`src/rtl/shift_4bit.sv`:
```
// Shift unit: combinational shift-by-one taps plus a registered variable-amount
// shifter (logical/arithmetic/rotate). Rotate is built only with SHIFT_4BIT_ROTATE_EN.
module shift_4bit #(
    parameter int WIDTH = 4,
    parameter int AMT_W = 2
) (
    input  logic             clk,
    input  logic             rst_n,
    input  logic [WIDTH-1:0] a,
    output logic [WIDTH-1:0] l_shift,
    output logic [WIDTH-1:0] r_shift,
    input  logic             in_valid,
    input  logic [AMT_W-1:0] amt,
    input  logic [1:0]       mode,
    output logic             q_valid,
    output logic [WIDTH-1:0] q_left,
    output logic [WIDTH-1:0] q_right,
    output logic             q_carry_l,
    output logic             q_carry_r,
    output logic [7:0]       op_count
);

    localparam logic [1:0] MODE_ARITH  = 2'b01;
    localparam logic [1:0] MODE_ROTATE = 2'b10;

    assign l_shift = a << 1;
    assign r_shift = a >> 1;

    logic signed [WIDTH-1:0] a_s;
    logic [WIDTH-1:0]        left_d, right_d;
    logic [WIDTH-1:0]        cl_vec, cr_vec;
    logic                    carry_l_d, carry_r_d;
    int                      amt_int;

    logic             vld_q;
    logic [WIDTH-1:0] left_q, right_q;
    logic             carry_l_q, carry_r_q;
    logic [7:0]       cnt_q;

    always_comb begin
        amt_int   = int'(amt);
        a_s       = $signed(a);
        left_d    = a << amt;
        right_d   = a >> amt;
        cl_vec    = '0;
        cr_vec    = '0;
        carry_l_d = 1'b0;
        carry_r_d = 1'b0;

        if (mode == MODE_ARITH) begin
            right_d = a_s >>> amt;
        end
`ifdef SHIFT_4BIT_ROTATE_EN
        if (mode == MODE_ROTATE) begin
            left_d  = (a << amt) | (a >> (WIDTH - amt_int));
            right_d = (a >> amt) | (a << (WIDTH - amt_int));
        end
`endif
        // Carries are the last bits pushed past each end; rotate wraps the same bits.
        if (amt_int != 0) begin
            cl_vec    = a >> (WIDTH - amt_int);
            cr_vec    = a >> (amt_int - 1);
            carry_l_d = cl_vec[0];
            carry_r_d = cr_vec[0];
        end
    end

    always_ff @(posedge clk) begin
        if (!rst_n) begin
            vld_q     <= 1'b0;
            left_q    <= '0;
            right_q   <= '0;
            carry_l_q <= 1'b0;
            carry_r_q <= 1'b0;
            cnt_q     <= '0;
        end else begin
            vld_q <= in_valid;
            if (in_valid) begin
                left_q    <= left_d;
                right_q   <= right_d;
                carry_l_q <= carry_l_d;
                carry_r_q <= carry_r_d;
                cnt_q     <= cnt_q + 8'd1;
            end
        end
    end

    assign q_valid   = vld_q;
    assign q_left    = left_q;
    assign q_right   = right_q;
    assign q_carry_l = carry_l_q;
    assign q_carry_r = carry_r_q;
    assign op_count  = cnt_q;

endmodule

```
`config.mk`:
```
export PLATFORM = sky130hd
export DESIGN_NAME = shift_4bit
export DESIGN_NICKNAME = d
export VERILOG_FILES = /design/src/rtl/shift_4bit.sv
export SDC_FILE = /design/constraint.sdc
export NUM_CORES = 1
export LEC_CHECK = 0
export CAP_MARGIN = 15
export CORE_MARGIN = 2
export CORE_UTILIZATION = 40
export CTS_CLUSTER_SIZE = 8
export DETAILED_ROUTE_END_ITERATION = 16
export PLACE_DENSITY = 0.74
export SYNTH_ARGS = -nofsm -noshare
export SYNTH_HDL_FRONTEND = slang
export SYNTH_SLANG_ARGS = --single-unit
```
`constraint.sdc`:
```
create_clock -name clk -period 1.7 [get_ports clk]
set_clock_uncertainty 0.2 [all_clocks]
set_input_delay 0.34 -clock clk [delete_from_list [all_inputs] [get_ports clk]]
set_output_delay 0.34 -clock clk [all_outputs]
set_load 0.005 [all_outputs]
```
Word-level counts from Yosys, hierarchy flattened

Index checks and enable logic that the tools add are counted.

Bits in read-only memories: 0
Bits in writable memories: 0
Register bits: 19
Word-level logic and storage cells: 19
Input port bits: 11
Output and inout port bits: 27
Memories: 0
Latch bits: 0

Shifts and indexed selects: 5
Reduce and logical (&&, ||, !) cells: 1
Bitwise operators: 0
Multiply operators: 0
Divide/modulo/power cells: 0
Muxes and demuxes: 3
Equal/unequal tests: 1
Magnitude comparators: 0
Add/sub/neg operators: 3

Operator list:

| cell                                                 | count |
|---|---|
| >> shifter 4 x 32 -> 1 bit                           | 2 |
| adder 8 x 1 -> 8 bit (second input constant)         | 1 |
| 2-to-1 mux 4 bit                                     | 1 |
| left shift 4 x 2 -> 4 bit                            | 1 |
| >> shifter 4 x 2 -> 4 bit                            | 1 |
| >>> shifter 4 x 2 -> 4 bit                           | 1 |
| subtractor 3 x 2 -> 4 bit (first input constant)     | 1 |
| subtractor 2 x 1 -> 3 bit (second input constant)    | 1 |
| equality test 2 x 1 -> 1 bit (second input constant) | 1 |
| 2-to-1 mux 1 bit                                     | 2 |
| nonzero test 2 bit                                   | 1 |

Depth between registers and ports, before layout

Word-level depth: 3
Depth in mapped cells: 6
Mapped depth without buffers: 5

Worst setup path after synthesis

OpenSTA, ideal clock, no wires.

Path type: input to register
From: in amt[0]
To: reg carry_r_q, in the netlist q_carry_r
Buffers on the path: 1
Stages: 6
Required time: 1.378 ns
Setup time: 0.122 ns
Slack: 0.220 ns
Arrival: 1.158 ns
Cell sequence: buf_6 > inv_1 > ha_1 > nand4b_1 > nor2_1 > a221o_1

Word-level cells in the longest chain between the ends: 3
Elaborated cells on any way between the ends: 4
Classes of those cells: add/sub: 1; shift: 1; mux: 1; reduce/logical: 1

Ends and longest elaborated chain:

| element                    | line | text |
|---|---|---|
| start: declaration         | 13   | `input logic [AMT_W-1:0] amt,` |
| subtractor 2 x 1 -> 3 bit  | 62   | `cr_vec = a >> (amt_int - 1);` |
| >> shifter 4 x 32 -> 1 bit | 62   |  |
| 2-to-1 mux 1 bit *         | 60   | `if (amt_int != 0) begin` |
| end signal: assignment     | 82   | `carry_r_q <= carry_r_d;` |
| end: declaration           | 37   | `logic carry_l_q, carry_r_q;` |

Every way passes the cells marked *; elsewhere a longest branch is shown, timed or not.
A chain may end at the register's enable or synchronous reset.

Worst setup path after layout

From: reg cnt_q[4], in the netlist op_count[4]
To: out op_count[4]

RTL lines:

| element                  | line | text |
|---|---|---|
| start: declaration       | 38   | `logic [7:0] cnt_q;` |
| start signal: assignment | 83   | `cnt_q <= cnt_q + 8'd1;` |
| end: declaration         | 20   | `output logic [7:0] op_count` |

No word-level cell between the ends.

==> results.json <==
{
  "crit_path_start_kind": "register",
  "utilization_pct": 64.80,
  "synth_most_common_cell": "dfxtp_1",
  "fmax_mhz": 598.0,
  "cts_tree": "yes",
  "critPathSlowestCell": "clkdlybuf4s50_1",
  "place.gp.congestion": 0.8334,
  "place_hpwl_um": 1810,
  "path_buf_inv": 1,
  "synth_ff_type": "dfxtp_1",
  "numCtsBuffers": 3,
  "final_cells": 196,
  "die-area_um2": 2882,
  "worst_path_largest_cell_delay_ps": 490,
  "clk_path_buf_depth": 2,
  "worstPathRequired_ps": 1160,
  "cts_root_buf": "clkbuf_4",
  "worstPathCellList": "clkdlybuf4s50_1",
  "grt_max_degree": 15,
  "seq_area_frac_synth_pct": 38.53,
  "tns_ps": 0,
  "drt-total-wl_um": 2531,
  "area_growth_pct": 58.18,
  "maxCapViolations": 0,
  "holdWs_ps": 273.8,
  "status": "finished clean",
  "hold_violations": 0,
  "cts-htree-levels": 1,
  "num_antenna_cells": 0,
  "antenna_found_initial": 0,
  "ys_top_cells_by_count": "19 x dfxtp_1, 11 x nor2_1, 10 x nand2_1, 8 x buf_4, 7 x mux2i_1",
  "drive_gt1_share_pct": 27.71,
  "final_cell_area_um2": 1562,
  "syn-instance-count": 113,
  "postSynthAreaPerCell_um2": 8.736,
  "num_vias": 994,
  "grt_util_all_layers_pct": 19.73,
  "crit_type": "register to output pin",
  "period_needed_ps": 1672,
  "cp_top_family": "buffers and inverters",
  "start_util_pct": 40.97,
  "ios": 38,
  "synth.area.top_cells": "dfxtp_1 39%, mux2i_1 7.1%, buf_4 6.1%",
  "finalSetupViolCount": 0,
  "synth_edf_count": 0,
  "crit_fanout": 2,
  "powerDensity_nw_per_um2": 598.5,
  "coreArea_um2": 2410,
  "yosys_warnings": 0,
  "numPortBuffers": 35,
  "end_kind": "output pin",
  "synth_top_cell_area_share_pct": 38.53,
  "clk_latency_ps": 300,
  "drc": 0,
  "cp.arrival_ps": 1130,
  "drtAntennaViolNets": 0,
  "nets": 180,
  "drt_iter0_drc": 34,
  "min_path_type": "register to register",
  "die_w_um": 53.68,
  "grt.overflow.total": 0,
  "placed_area_um2": 1429,
  "row_count": 18,
  "rrSetupSlack_ps": 370,
  "synth_top_area_cell": "dfxtp_1",
  "first_pass_iters": 4,
  "syn_area_um2": 987.2,
  "p_leak_uw": 0.0009248,
  "wl_per_cell_um": 12.91,
  "ys_seq_elements": 19,
  "grt_pass1_wl_um": 4167,
  "fin_crit_sh_pct": 98.37,
  "path_clk_slew_ps": 110,
  "synth_cell_types": 36,
  "routed_via_density": 5.071,
  "die_height_um": 53.68,
  "numClockSinks": 19,
  "grt_setup_unrepaired": "false",
  "grt_pass1_vias": 966,
  "finalMaxSlewViolations": 0,
  "dpl.cell_count": 185,
  "async_flop_share_pct": 0,
  "peakVddDrop_v": 0.0004893
}
## final cells by class
class	instances	area [um^2]
Clock inverter	1	5.005
Multi-Input combinational cell	78	506.7
Fill cell	205	848.3
Inverter	5	18.77
Tap cell	30	37.54
Sequential cell	19	405.4
Timing Repair Buffer	60	565.5
Clock buffer	3	22.52
## tightest hold or removal path, stage by stage (launching register included)
cell and delay (ps):
dfxtp_2 340, nand2b_1 60, a21oi_1 60
## cells by family (layout without fill, tap and decap cells)
family                     count (synthesis)  in the layout  synth area share, %
AOI/OAI and AO/OA                         19             19                13.56
xor gates and xnor gates                   4              4                3.549
buffers and inverters                     17             69                10.52
DFF                                       19             19                38.53
muxes                                      8              8                8.238
other                                      1              2               0.3799
and+or+nand+nor                           43             43                22.69
adders and majority gates                  2              2                2.534
## cells in the final DEF (no fill, tap or decap), drive strengths merged, types with 2 or more instances in the layout
master	netlist	routed
dlygate4sd2	0	9
a31oi	2	2
nand3b	3	3
a221o	2	2
clkdlybuf4s50	0	12
nand4	2	2
dfxtp	19	19
o21ai	4	4
and4	2	2
buf	11	25
a21oi	4	4
clkbuf	1	3
nand2	10	10
inv	4	4
ha	2	2
xor2	3	3
mux2i	7	7
nand2b	6	6
nand3	3	3
nor2	11	11
clkinv	1	2
dlymetal6s2s	0	14
conb	1	2
nor2b	3	3
## power by group
part / internal [uW] / total, uW / leakage (uW) / switching [uW]
registers: 468 / 478 / 0.000163 / 10.5
clock network: 87.7 / 237 / 0.0000177 / 149
logic: 124 / 219 / 0.000744 / 95.3
total: 680 / 934 / 0.000925 / 255
## what timing repair did
item / CTS / global route
gates resized for setup: 25 / 17
setup endpoints to repair: 21 / 17
hold buffers: 0 / 0
endpoints found under the hold margin: 0 / 0
buffers inserted: 6 / 1
## through the flow
| stage | total power, uW | worst slack [ps] |
|---|---|---|
| 2_1_floorplan | 583.6 | 219.8 |
| 3_3_place_gp | 702.4 | -230.3 |
| 3_5_place_dp | 708.3 | -279.9 |
| 4_1_cts | 945.3 | 1.301 |
| 5_1_grt | 972.5 | 0.6724 |
| 6_report | 934.5 | 27.79 |
## state kept, by name, indices dropped and copies added, names as in the netlist
name	count
q_carry_l	1
q_left	4
q_carry_r	1
q_valid	1
q_right	4
op_count	8
## routing by layer
metal  track usage, %  up-vias  routed length (um)
met5                0        -                   0
met4            8.974        0                  65
met3            3.333       10                 165
met2            33.13       47                1206
met1            24.49      442                1094
li1                 -      495                   -
## final timing paths
| check | from | depth (start not counted) | endpoint |
|---|---|---|---|
| min reg2reg | q_left[1] | 2 | q_left[1] |
| max | op_count[4] | 1 | op_count[4] |
| max reg2reg | op_count[1] | 5 | op_count[4] |
| min | q_left[1] | 2 | q_left[1] |
Power figures use the tool's default switching activity.
